$ cat src/rtl/slice_run_ctrl_if.sv
// rtl/slice_run_ctrl_if.sv - key, slice-handshake and status bundle for slice_run_ctrl
interface slice_run_ctrl_if;
  logic       key_start_n;
  logic       key_pause_n;
  logic       cut_ack_i;
  logic       start_o;
  logic       pause_o;
  logic       finish_o;
  logic       cut_req_o;
  logic [4:0] slice_num_o;
  logic [1:0] state_o;

  modport master (
    output key_start_n, key_pause_n, cut_ack_i,
    input  start_o, pause_o, finish_o, cut_req_o, slice_num_o, state_o
  );

  modport slave (
    input  key_start_n, key_pause_n, cut_ack_i,
    output start_o, pause_o, finish_o, cut_req_o, slice_num_o, state_o
  );
endinterface

$ cat src/rtl/slice_run_ctrl.sv
// rtl/slice_run_ctrl.sv - start/pause key conditioning and slice-run state machine
// Key debounce is compiled in only when SLICE_CTRL_DEBOUNCE_EN is defined.
module slice_run_ctrl #(
  parameter int DEB_CYCLES = 50000,
  parameter int SLICE_MAX  = 16
) (
  input logic               clk,
  input logic               rst_n,
  slice_run_ctrl_if.slave   bus
);

  typedef enum logic [1:0] {
    IDLE  = 2'd0,
    RUN   = 2'd1,
    PAUSE = 2'd2,
    DONE  = 2'd3
  } state_t;

  localparam logic [4:0] SMAX = 5'(SLICE_MAX);

  logic [1:0] key_raw;
  logic [1:0] ev;
  logic [1:0] sync_fill;

  assign key_raw = {bus.key_pause_n, bus.key_start_n};

  // Marks when the synchronizers hold real key samples rather than reset values.
  always_ff @(posedge clk or negedge rst_n) begin
    if (!rst_n) begin
      sync_fill <= 2'b00;
    end else begin
      sync_fill <= {sync_fill[0], 1'b1};
    end
  end

`ifdef SLICE_CTRL_DEBOUNCE_EN
  localparam int CNT_W = $clog2(DEB_CYCLES + 1);
`else
  wire unused_deb_cycles = ^DEB_CYCLES;
`endif

  for (genvar k = 0; k < 2; k++) begin : g_key
    logic s1;
    logic s2;
    logic lvl;
    logic lvl_q;
    logic armed;

    always_ff @(posedge clk or negedge rst_n) begin
      if (!rst_n) begin
        s1 <= 1'b1;
        s2 <= 1'b1;
      end else begin
        s1 <= key_raw[k];
        s2 <= s1;
      end
    end

`ifdef SLICE_CTRL_DEBOUNCE_EN
    logic [CNT_W-1:0] deb_cnt;
    logic             deb;

    always_ff @(posedge clk or negedge rst_n) begin
      if (!rst_n) begin
        deb_cnt <= '0;
        deb     <= 1'b1;
      end else if (s2 != deb) begin
        if (deb_cnt == CNT_W'(DEB_CYCLES - 1)) begin
          deb     <= s2;
          deb_cnt <= '0;
        end else begin
          deb_cnt <= deb_cnt + 1'b1;
        end
      end else begin
        deb_cnt <= '0;
      end
    end

    assign lvl = deb;
`else
    assign lvl = s2;
`endif

    // A key held through reset stays unarmed until it is seen released.
    always_ff @(posedge clk or negedge rst_n) begin
      if (!rst_n) begin
        lvl_q <= 1'b1;
        armed <= 1'b0;
      end else begin
        lvl_q <= lvl;
        if (sync_fill[1] && s2 && lvl) begin
          armed <= 1'b1;
        end
      end
    end

    assign ev[k] = armed & lvl_q & ~lvl;
  end

  logic start_ev;
  logic pause_ev;
  assign start_ev = ev[0];
  assign pause_ev = ev[1];

  state_t     state_q;
  state_t     state_d;
  logic [4:0] cnt_q;
  logic [4:0] cnt_d;
  logic       start_r;
  logic       pause_r;
  logic       finish_r;
  logic       cut_r;
  logic       start_d;
  logic       pause_d;
  logic       finish_d;
  logic       cut_d;

  always_ff @(posedge clk or negedge rst_n) begin
    if (!rst_n) begin
      state_q  <= IDLE;
      cnt_q    <= 5'd0;
      start_r  <= 1'b0;
      pause_r  <= 1'b0;
      finish_r <= 1'b0;
      cut_r    <= 1'b0;
    end else begin
      state_q  <= state_d;
      cnt_q    <= cnt_d;
      start_r  <= start_d;
      pause_r  <= pause_d;
      finish_r <= finish_d;
      cut_r    <= cut_d;
    end
  end

  // An ack that completes the run takes priority over a same-cycle pause.
  always_comb begin
    state_d = state_q;
    cnt_d   = cnt_q;
    case (state_q)
      IDLE: begin
        if (start_ev) begin
          state_d = RUN;
        end
      end
      RUN, PAUSE: begin
        if (bus.cut_ack_i) begin
          cnt_d = cnt_q + 5'd1;
        end
        if (bus.cut_ack_i && ((cnt_q + 5'd1) == SMAX)) begin
          state_d = DONE;
        end else if (pause_ev) begin
          state_d = (state_q == RUN) ? PAUSE : RUN;
        end
      end
      DONE: begin
        state_d = DONE;
      end
      default: begin
        state_d = IDLE;
      end
    endcase
  end

  always_comb begin
    start_d  = (state_q == IDLE) && (state_d == RUN);
    pause_d  = ((state_q == RUN) && (state_d == PAUSE)) ||
               ((state_q == PAUSE) && (state_d == RUN));
    finish_d = (state_d == DONE);
    cut_d    = (state_d == RUN);
  end

  assign bus.start_o     = start_r;
  assign bus.pause_o     = pause_r;
  assign bus.finish_o    = finish_r;
  assign bus.cut_req_o   = cut_r;
  assign bus.slice_num_o = cnt_q;
  assign bus.state_o     = state_q;

endmodule

$ cat src/flat_wrapper.sv
// flat-port wrapper written by rule: the top's interface ports become plain ports
module slice_run_ctrl_flat 
#(
  parameter int DEB_CYCLES = 50000,
  parameter int SLICE_MAX  = 16
)
  (clk, rst_n, bus_key_start_n, bus_key_pause_n, bus_cut_ack_i, bus_start_o, bus_pause_o, bus_finish_o, bus_cut_req_o, bus_slice_num_o, bus_state_o);
  slice_run_ctrl_if bus_i ();
  input logic clk;
  input logic rst_n;
  input wire logic [$bits(bus_i.key_start_n)-1:0] bus_key_start_n;
  input wire logic [$bits(bus_i.key_pause_n)-1:0] bus_key_pause_n;
  input wire logic [$bits(bus_i.cut_ack_i)-1:0] bus_cut_ack_i;
  output wire logic [$bits(bus_i.start_o)-1:0] bus_start_o;
  output wire logic [$bits(bus_i.pause_o)-1:0] bus_pause_o;
  output wire logic [$bits(bus_i.finish_o)-1:0] bus_finish_o;
  output wire logic [$bits(bus_i.cut_req_o)-1:0] bus_cut_req_o;
  output wire logic [$bits(bus_i.slice_num_o)-1:0] bus_slice_num_o;
  output wire logic [$bits(bus_i.state_o)-1:0] bus_state_o;
  assign bus_i.key_start_n = bus_key_start_n;
  assign bus_i.key_pause_n = bus_key_pause_n;
  assign bus_i.cut_ack_i = bus_cut_ack_i;
  assign bus_start_o = bus_i.start_o;
  assign bus_pause_o = bus_i.pause_o;
  assign bus_finish_o = bus_i.finish_o;
  assign bus_cut_req_o = bus_i.cut_req_o;
  assign bus_slice_num_o = bus_i.slice_num_o;
  assign bus_state_o = bus_i.state_o;
  slice_run_ctrl #(.DEB_CYCLES(DEB_CYCLES), .SLICE_MAX(SLICE_MAX)) u_core (.clk(clk), .rst_n(rst_n), .bus(bus_i));
endmodule
$ cat config.mk
export PLATFORM = sky130hd
export DESIGN_NAME = slice_run_ctrl_flat
export DESIGN_NICKNAME = d
export VERILOG_FILES = /design/src/rtl/slice_run_ctrl_if.sv /design/src/rtl/slice_run_ctrl.sv /design/src/flat_wrapper.sv
export SDC_FILE = /design/constraint.sdc
export NUM_CORES = 1
export LEC_CHECK = 0
export CORE_MARGIN = 2
export CORE_UTILIZATION = 52
export CTS_BUF_LIST = sky130_fd_sc_hd__clkbuf_4 sky130_fd_sc_hd__clkbuf_8
export CTS_CLUSTER_SIZE = 20
export DETAILED_ROUTE_END_ITERATION = 10
export GPL_TIMING_DRIVEN = 0
export PLACE_DENSITY = 0.9
export SLEW_MARGIN = 30
export SYNTH_ARGS = -nofsm -noshare
export SYNTH_HDL_FRONTEND = slang
export SYNTH_SLANG_ARGS = --single-unit
$ cat constraint.sdc
create_clock -name clk -period 2.1 [get_ports clk]
set_input_delay 0.42 -clock clk [delete_from_list [all_inputs] [get_ports clk]]
set_output_delay 0.42 -clock clk [all_outputs]
set_load 0.01 [all_outputs]
======== Word level (Yosys, flattened, before mapping) ========
Index checks and enable logic that the tools add are counted.
word-level totals
  flip-flop bits (word level) ............. 21
  latch bits .............................. 0
  memory bits (writable) .................. 0
  ROM bits ................................ 0
  output and inout bits ................... 11
  logic and storage cells ................. 46
  memories kept ........................... 0
cells by class
  add/subtract/negate cells ............... 1
  multiply operators ...................... 0
  div/mod/pow operators ................... 0
  order comparisons ....................... 0
  equal/unequal tests ..................... 7
  shift operators ......................... 0
  mux-type cells .......................... 5
  bitwise operators ....................... 6
  reduce and logical (&&, ||, !) cells .... 12
operator list
  operator                                                          number
  2-bit == test (second input constant)                             4
  1-bit logical AND                                                 8
  2-bit 2-to-1 mux                                                  4
  2-bit case mux with 3 select lines                                1
  5-bit by 1-bit adder with 5-bit output (second input constant)    1
  5-bit == test (second input constant)                             1
  1-bit AND                                                         4
  2-bit by 1-bit == test with 1-bit output (second input constant)  2
  2-bit zero test                                                   1
  1-bit NOT                                                         2
  2-bit AND reduction                                               1
  2-bit OR reduction                                                1
  1-bit logical OR                                                  1

======== Longest topological paths before layout ========
Gate-level depths: netlist of the first run.
  word-level depth ........................ 8
  mapped depth ............................ 8
  mapped depth without buffers ............ 8

======== Least setup slack after synthesis of the first run ========
Ideal clock, no wire load.
  path type ............................... reg2reg
  start point ............................. register u_core.cnt_q[0] (netlist: u_core.bus.slice_num_o[0])
  end point ............................... register u_core.pause_r (netlist: u_core.bus.pause_o)
  setup time .............................. 121 ps
  arrival time ............................ 1668 ps
  path slack .............................. 311 ps
  stages on the path, launching flop included .. 9
  buffers on the path ..................... 0
  period minus slack after synthesis ...... 1789 ps
  path through ............................ dfrtp_1 ha_1 nor2_1 o2bb2ai_2 nand4_1 a311o_1 clkinv_2 nor2_2 a22o_1
between the ends
  word-level cells in the longest chain between the ends .. 8
  elaborated cells on any way between the ends .. 10
  classes of those cells .................. add/sub: 1; eq/ne: 3; mux: 2; reduce/logical: 4
ends and longest elaborated chain
  item                                      RTL line               text
  start: declaration                        slice_run_ctrl.sv:107  logic [4:0] cnt_q;
  start signal: assignment                  slice_run_ctrl.sv:128  cnt_q <= cnt_d;
  5-bit by 1-bit adder with 5-bit output    slice_run_ctrl.sv:150  if (bus.cut_ack_i && ((cnt_q + 5'd1) == SMAX)) begin
  5-bit == test                             slice_run_ctrl.sv:150
  1-bit logical AND                         slice_run_ctrl.sv:150
  2-bit 2-to-1 mux                          slice_run_ctrl.sv:150
  2-bit case mux with 3 select lines        slice_run_ctrl.sv:140  case (state_q)
  via u_core.state_d[1]                     slice_run_ctrl.sv:106  state_t state_d;
  2-bit by 1-bit == test with 1-bit output  n/a
  via u_core.cut_d                          slice_run_ctrl.sv:116  logic cut_d;
  1-bit logical AND                         slice_run_ctrl.sv:168  ((state_q == PAUSE) && (state_d == RUN));
  1-bit logical OR                          slice_run_ctrl.sv:167  pause_d = ((state_q == RUN) && (state_d == PAUSE)) ||
  via u_core.pause_d                        slice_run_ctrl.sv:114  logic pause_d;
  end signal: assignment                    slice_run_ctrl.sv:130  pause_r <= pause_d;
  end: declaration                          slice_run_ctrl.sv:110  logic pause_r;
The timed path passes the listed nets, and every way through them passes these cells.
A chain may end at the register's enable or synchronous reset.

======== Final worst setup path of the first run ========
Same ends and word-level chain as after synthesis.

==> results of run 1 <==
-- cell usage after synthesis --
cell type / n
o21a_1: 1
ha_1: 7
nand3b_1: 1
a22o_1: 1
and3_1: 1
nand2_1: 3
nor2_2: 1
o21ai_0: 1
clkinv_2: 1
a21o_1: 2
conb_1: 1
inv_1: 3
nand4_1: 1
a31o_2: 2
and3_2: 1
mux2_2: 1
dfrtp_1: 15
and3b_2: 1
xnor2_1: 3
xor2_1: 3
o2bb2ai_2: 1
nand3_1: 2
dfstp_2: 6
nor2_1: 5
a21boi_0: 1
nor3_1: 1
a311o_1: 1
-- flip-flops by register name, summed over array words and instances (netlist names) --
name	cells
u_core.sync_fill	2
u_core.g_key.armed	2
u_core.bus.pause_o	1
u_core.g_key.lvl	2
u_core.bus.state_o	2
u_core.g_key.lvl_q	2
u_core.bus.cut_req_o	1
u_core.g_key.s1	2
u_core.bus.finish_o	1
u_core.bus.slice_num_o	5
u_core.bus.start_o	1
-- metrics by stage --
step                power, mW  hold slack [ns]
finish                  0.623           0.0403
global route            0.654           0.0545
CTS                     0.633            0.368
detailed placement      0.446            0.347
global placement        0.445            0.333
floorplan               0.430            0.124
-- path summary, 6_finish.rpt --
kind                                           start                         to  slack [ns]  cells after the start
setup / recovery           u_core.bus.slice_num_o[0]         u_core.bus.pause_o        0.21                      8
hold / removal                                 rst_n  u_core.bus.slice_num_o[3]        0.04                      1
setup reg to reg           u_core.bus.slice_num_o[0]         u_core.bus.pause_o        0.21                      8
hold reg to reg                   u_core.g_key[1].s1        u_core.g_key[1].lvl        0.36                      0
max in group asynchronous                      rst_n         u_core.g_key[1].s1        1.73                      1
min in group clk                  u_core.g_key[1].s1        u_core.g_key[1].lvl        0.36                      0
-- critical path: cells and delay by family, from the launching register on --
kind / cells / cell delay (ns)
AOI/OAI and AO/OA: 3 / 0.72
adders and majority gates: 1 / 0.25
buffers and inverters: 1 / 0.08
DFF: 1 / 0.44
and+or+nand+nor: 3 / 0.29
-- placed cells by master, fill, tap and decap left out --
cell type | netlist | final
dfrtp_1 | 15 | 15
a21boi_0 | 1 | 1
clkbuf_4 | 0 | 3
dfstp_2 | 6 | 6
nand3_1 | 2 | 2
conb_1 | 1 | 1
a311o_1 | 1 | 1
and3_2 | 1 | 1
and3b_2 | 1 | 1
nor2_1 | 5 | 5
clkdlybuf4s50_1 | 0 | 14
xor2_1 | 3 | 3
a31o_2 | 2 | 2
a22o_1 | 1 | 1
o2bb2ai_2 | 1 | 1
a21o_1 | 2 | 2
nor2_2 | 1 | 1
clkinv_2 | 1 | 1
inv_1 | 3 | 3
ha_1 | 7 | 7
nand3b_1 | 1 | 1
o21ai_0 | 1 | 1
buf_2 | 0 | 1
and3_1 | 1 | 1
clkinvlp_4 | 0 | 1
o21a_1 | 1 | 1
nor3_1 | 1 | 1
nand2_1 | 3 | 3
nand4_1 | 1 | 1
mux2_2 | 1 | 1
xnor2_1 | 3 | 3
-- cell type report --
type                    instances  area, um2  area share (%)
flip-flops and latches         21        533            49.6
multi-input cells              42        330            30.7
repair buffers                 15        145            13.5
clock buffers                   3       22.5            2.10
well taps                      16       20.0            1.86
inverters                       4       16.3            1.51
clock inverters                 1       7.51           0.698
-- per-layer routing --
layer / vias up / part of all wire [%]
met5: - / 0
met4: 0 / 0
met3: 0 / 6.4
met2: 12 / 51
met1: 263 / 42
li1: 267 / -
-- cell families after synthesis --
family	count (synthesis)	synth area share [%]
buf+inv	4	1.85
compound gates	10	9.81
xor+xnor	6	5.98
fa+ha+maj	7	9.96
mux	1	1.28
simple gates	17	10.1
flops	21	60.6
other cells	1	0.426
-- report_power, final --
part           internal [mW]  switching (mW)  total, mW
Combinational        0.00768         0.00968     0.0174
Clock                 0.0725           0.113      0.186
Sequential             0.417         0.00299      0.420
Total                  0.497           0.126      0.623
==> out/qor.yml, run 1 <==
io_pins: 16
rsz0062_at_grt: "no"
syn_area_per_cell_um2: 13.1
worstPathCellList: "ha_1 > nor2_1 > o2bb2ai_2 > nand4_1 > a311o_1 > clkinv_2 > nor2_2 > a22o_1"
fmaxAchievable_mhz: 528
dieArea_um2: 2040
cts_root_buf: "clkbuf_4"
h-tree-depth: 1
arrival_ns: 2.09
first_global_vias: 531
viasPerCell: 5.31
hold_violations: 0
fill_cells: 117
min_path_type: "input port to asynchronous set/reset pin"
nets: 99
cts_resized: 0
crit_path_end_kind: "flop"
yosysTopAreaCellShare_pct: 42.7
cpPeakStageDelay_ns: 0.44
power_density_nw_per_um2: 579
cts_made_buffers: 3
yosysSeqAreaShare_pct: 60.6
synth_top_area_cell: "dfrtp_1"
grt_busiest_layer: "met2"
period_needed_ns: 1.89
globalRouteOverflowTotal: 0
numPortBuffers: 15
core_area_um2: 1540
fin_area_um2: 1070
finalWirelength_um: 1220
grt_max_degree: 22
drc: 0
antenna_found_initial: 0
cp.required_ns: 2.29
cts.sinks: 21
place_ws_ns: 0.213
ir_worst_vdd_mv: 0.656
gp_congestion: 0.762
startpoint_type: "flop"
final_max_slew_viol_count: 0
crit_fanout: 5
synth_warnings: 0
die_y_um: 45.1
slowest_stage: "dfrtp_1"
syn_nets: 79
synth_area_um2: 880
final_cells: 102
yosys-top-cells-area: "dfrtp_1, dfstp_2, ha_1"
drtIter0Drc: 2
dr.pass1.iters: 2
placement.cell_area_um2: 1050
grt_pass1_wl_um: 2100
cts_tree: "yes"
ctsHoldBuffers: 0
clk-insertion-delay-late_ns: 0.30
grt_use_met1_pct: 15.9
die_width_um: 45.1
status: "completed"
syn_to_final_growth_pct: 22.2
cts.clk_slew.worst_paths_ns: 0.11
grt_usage_pct: 14.9
final_util_pct: 69.7
use_met3_pct: 7.20
finalSetupViolCount: 0
leakage_nw: 0.494
final_antenna_net_count: 0
finalWorstSetupSlack_ns: 0.208
antenna_cells: 0
synth-seq-cells: 21
start_util_pct: 57.1
grtUsageMet2_pct: 26.3
num_rows: 14
place_hpwl_um: 1010
via_count: 542
fin_skew_ns: 0.00562
routedWlPerCell_um: 11.9
drive_gt1_share_pct: 22.1
synthesis.instances: 67
placed_cells: 98
drv_cap: 0
post_cts_buffers: 0
setup-tns-final_ns: 0
cts_buffer_depth: 2
final.period_utilization_pct: 90.1
critical_path_class: "flop to flop"
ys_types: 27
(Power assumes the default switching activity.)
==> inputs of run 2 (changes only) <==
--- a/config.mk
+++ b/config.mk
@@ -6,12 +6,12 @@
 export NUM_CORES = 1
 export LEC_CHECK = 0
 export CORE_MARGIN = 2
-export CORE_UTILIZATION = 52
-export CTS_BUF_LIST = sky130_fd_sc_hd__clkbuf_4 sky130_fd_sc_hd__clkbuf_8
+export CORE_UTILIZATION = 49
+export CTS_BUF_LIST = sky130_fd_sc_hd__clkbuf_16
 export CTS_CLUSTER_SIZE = 20
 export DETAILED_ROUTE_END_ITERATION = 10
 export GPL_TIMING_DRIVEN = 0
-export PLACE_DENSITY = 0.9
+export PLACE_DENSITY = 0.86
 export SLEW_MARGIN = 30
 export SYNTH_ARGS = -nofsm -noshare
 export SYNTH_HDL_FRONTEND = slang
==> out/qor.yml, run 2 (synthesized netlist as in run 1, its figures left out) <==
crit_fanout: 5  # unchanged
dr.pass1.iters: 2  # unchanged
num_rows: 15  # +1
gp_congestion: 0.741  # -2.8%
finalSetupViolCount: 0  # unchanged
ir_worst_vdd_mv: 0.514  # -22%
cts_made_buffers: 3  # unchanged
critical_path_class: "flop to flop"
seq_power_share_pct: 50.4  # -17 points
power.total_uw: 835  # +34%
p_sw_share_pct: 18.5  # -1.7 points
numPortBuffers: 15  # unchanged
power_density_nw_per_um2: 735  # +27%
period_needed_ns: 1.91  # +0.0208 ns
worst-path-buf-inv: 1  # unchanged
fin_area_um2: 1140  # +5.7%
drv_cap: 0  # unchanged
hold_violations: 0  # unchanged
cts_buffer_depth: 2  # unchanged
endpoint: "u_core.bus.pause_o"
core_area_um2: 1710  # +11%
drtIter0Drc: 1  # -1
p_int_uw: 680  # +37%
final_max_slew_viol_count: 0  # unchanged
io_pins: 16  # unchanged
start_util_pct: 51.5  # -5.6 points
syn_to_final_growth_pct: 29.2
drc: 0  # unchanged
final_antenna_net_count: 0  # unchanged
grt_pass1_wl_um: 2350  # +12%
cp.required_ns: 2.24  # -0.05 ns
die_y_um: 46.4  # +2.7%
crit_path_start: "u_core.bus.slice_num_o[0]"
final_common_cell: "dfrtp_1"
ctsHoldBuffers: 0  # unchanged
grt_max_degree: 22  # unchanged
routedWlPerCell_um: 12.9  # +8.5%
p_clk_share_pct: 47.5  # +18 points
h-tree-depth: 1  # unchanged
crit_path_end_kind: "flop"
clk-insertion-delay-late_ns: 0.25  # -0.05 ns
cts.sinks: 21  # unchanged
r2r_cells: 8  # unchanged
cts_resized: 0  # unchanged
cts_tree: "yes"
slowest_stage: "dfrtp_1"
rr_endpoint: "u_core.bus.pause_o"
worstPathCellList: "ha_1 > nor2_1 > o2bb2ai_2 > nand4_1 > a311o_1 > clkinv_2 > nor2_2 > a22o_1"
status: "completed"
die_width_um: 46.4  # +2.7%
r2r_start: "u_core.bus.slice_num_o[0]"
antenna_found_initial: 0  # unchanged
cp.depth: 8  # unchanged
p_sw_uw: 155  # +23%
nets: 99  # unchanged
placed_cells: 107  # +9.2%
final_cells: 111  # +8.8%
comb_power_share_pct: 2.1  # -0.7 points
largest_register_ffs: 5  # unchanged
antenna_cells: 0  # unchanged
placement.cell_area_um2: 1060  # +1.1%
rsz0062_at_grt: "no"
grt_usage_pct: 17.3  # +2.4 points
r2r_slack_ns: 0.19  # -0.02 ns
fmaxAchievable_mhz: 523  # -1.1%
fin_skew_ns: 0.00103  # -0.00459 ns
startpoint_type: "flop"
min_path_type: "input port to asynchronous set/reset pin"
viasPerCell: 4.94  # -7.1%
via_count: 548  # +1.1%
setup-tns-final_ns: 0  # unchanged
place_hpwl_um: 990  # -1.9%
path_delay_family: "compound AO/OA/AOI/OAI gates"
finalWirelength_um: 1430  # +18%
globalRouteOverflowTotal: 0  # unchanged
cts_root_buf: "clkbuf_16"
final_util_pct: 66.5  # -3.2 points
final.period_utilization_pct: 91.1  # +0.99 points
dieArea_um2: 2150  # +5.6%
first_global_vias: 513  # -3.4%
post_cts_buffers: 0  # unchanged
drive_gt1_share_pct: 22.1  # unchanged
cts.clk_slew.worst_paths_ns: 0.05  # -0.06 ns
cpPeakStageDelay_ns: 0.44  # about the same
final_cell_mix: "dfrtp_1, clkdlybuf4s50_1, ha_1"
arrival_ns: 2.05  # -0.04 ns
leakage_nw: 0.521  # +5.4%
==> run 2: changes by cell type in the layout (fill, tap and decap cells not counted) <==
cell        previous run  this run
clkinv_2               1         2
clkbuf_16              0         3
clkinvlp_4             1         0
clkbuf_4               3         0
==> run 2: cell type report <==
cell class	count	area, um2
sequential	21	533
timing repair buffer	15	145
fill	128	572
clock inverter	1	5.00
tap	25	31.3
multi-input combinational	42	330
inverter	4	16.3
clock buffer	3	75.1
==> run 2: metal layers <==
metal	up-vias	routed length (um)	part of all wire [%]	track usage [%]
met5	-	0	0	0
met4	0	52	3.6	15.4
met3	4	66	4.6	3.53
met2	16	761	53	27.8
met1	265	553	39	19.0
li1	263	-	-	-
==> run 2: stage by stage <==
stage               hold slack, ns  worst slack [ns]
floorplan                    0.124             0.311
global placement             0.333             0.236
detailed placement           0.343             0.194
CTS                          0.355             0.180
global route                 0.141            0.0526
finish                       0.104             0.187
==> run 2: worst min path at each step <==
stage | from | end | slack, ns | depth (start not counted)
detailed placement | u_core.sync_fill[0] | u_core.sync_fill[1] | 0.34 | 0
floorplan | rst_n | u_core.bus.cut_req_o | 0.12 | 0
global route | rst_n | u_core.bus.state_o[0] | 0.14 | 1
finish | rst_n | u_core.bus.start_o | 0.10 | 1
global placement | u_core.sync_fill[0] | u_core.sync_fill[1] | 0.33 | 0
CTS | u_core.g_key[0].s1 | u_core.g_key[0].lvl | 0.36 | 0
==> run 2: power by group through the flow <==
stage | sequential (mW) | clock, mW | combinational [mW]
floorplan | 0.426 | 0 | 0.00335
global placement | 0.427 | 0 | 0.0189
detailed placement | 0.427 | 0 | 0.0193
CTS | 0.421 | 0.404 | 0.0196
global route | 0.421 | 0.422 | 0.0203
finish | 0.421 | 0.397 | 0.0179
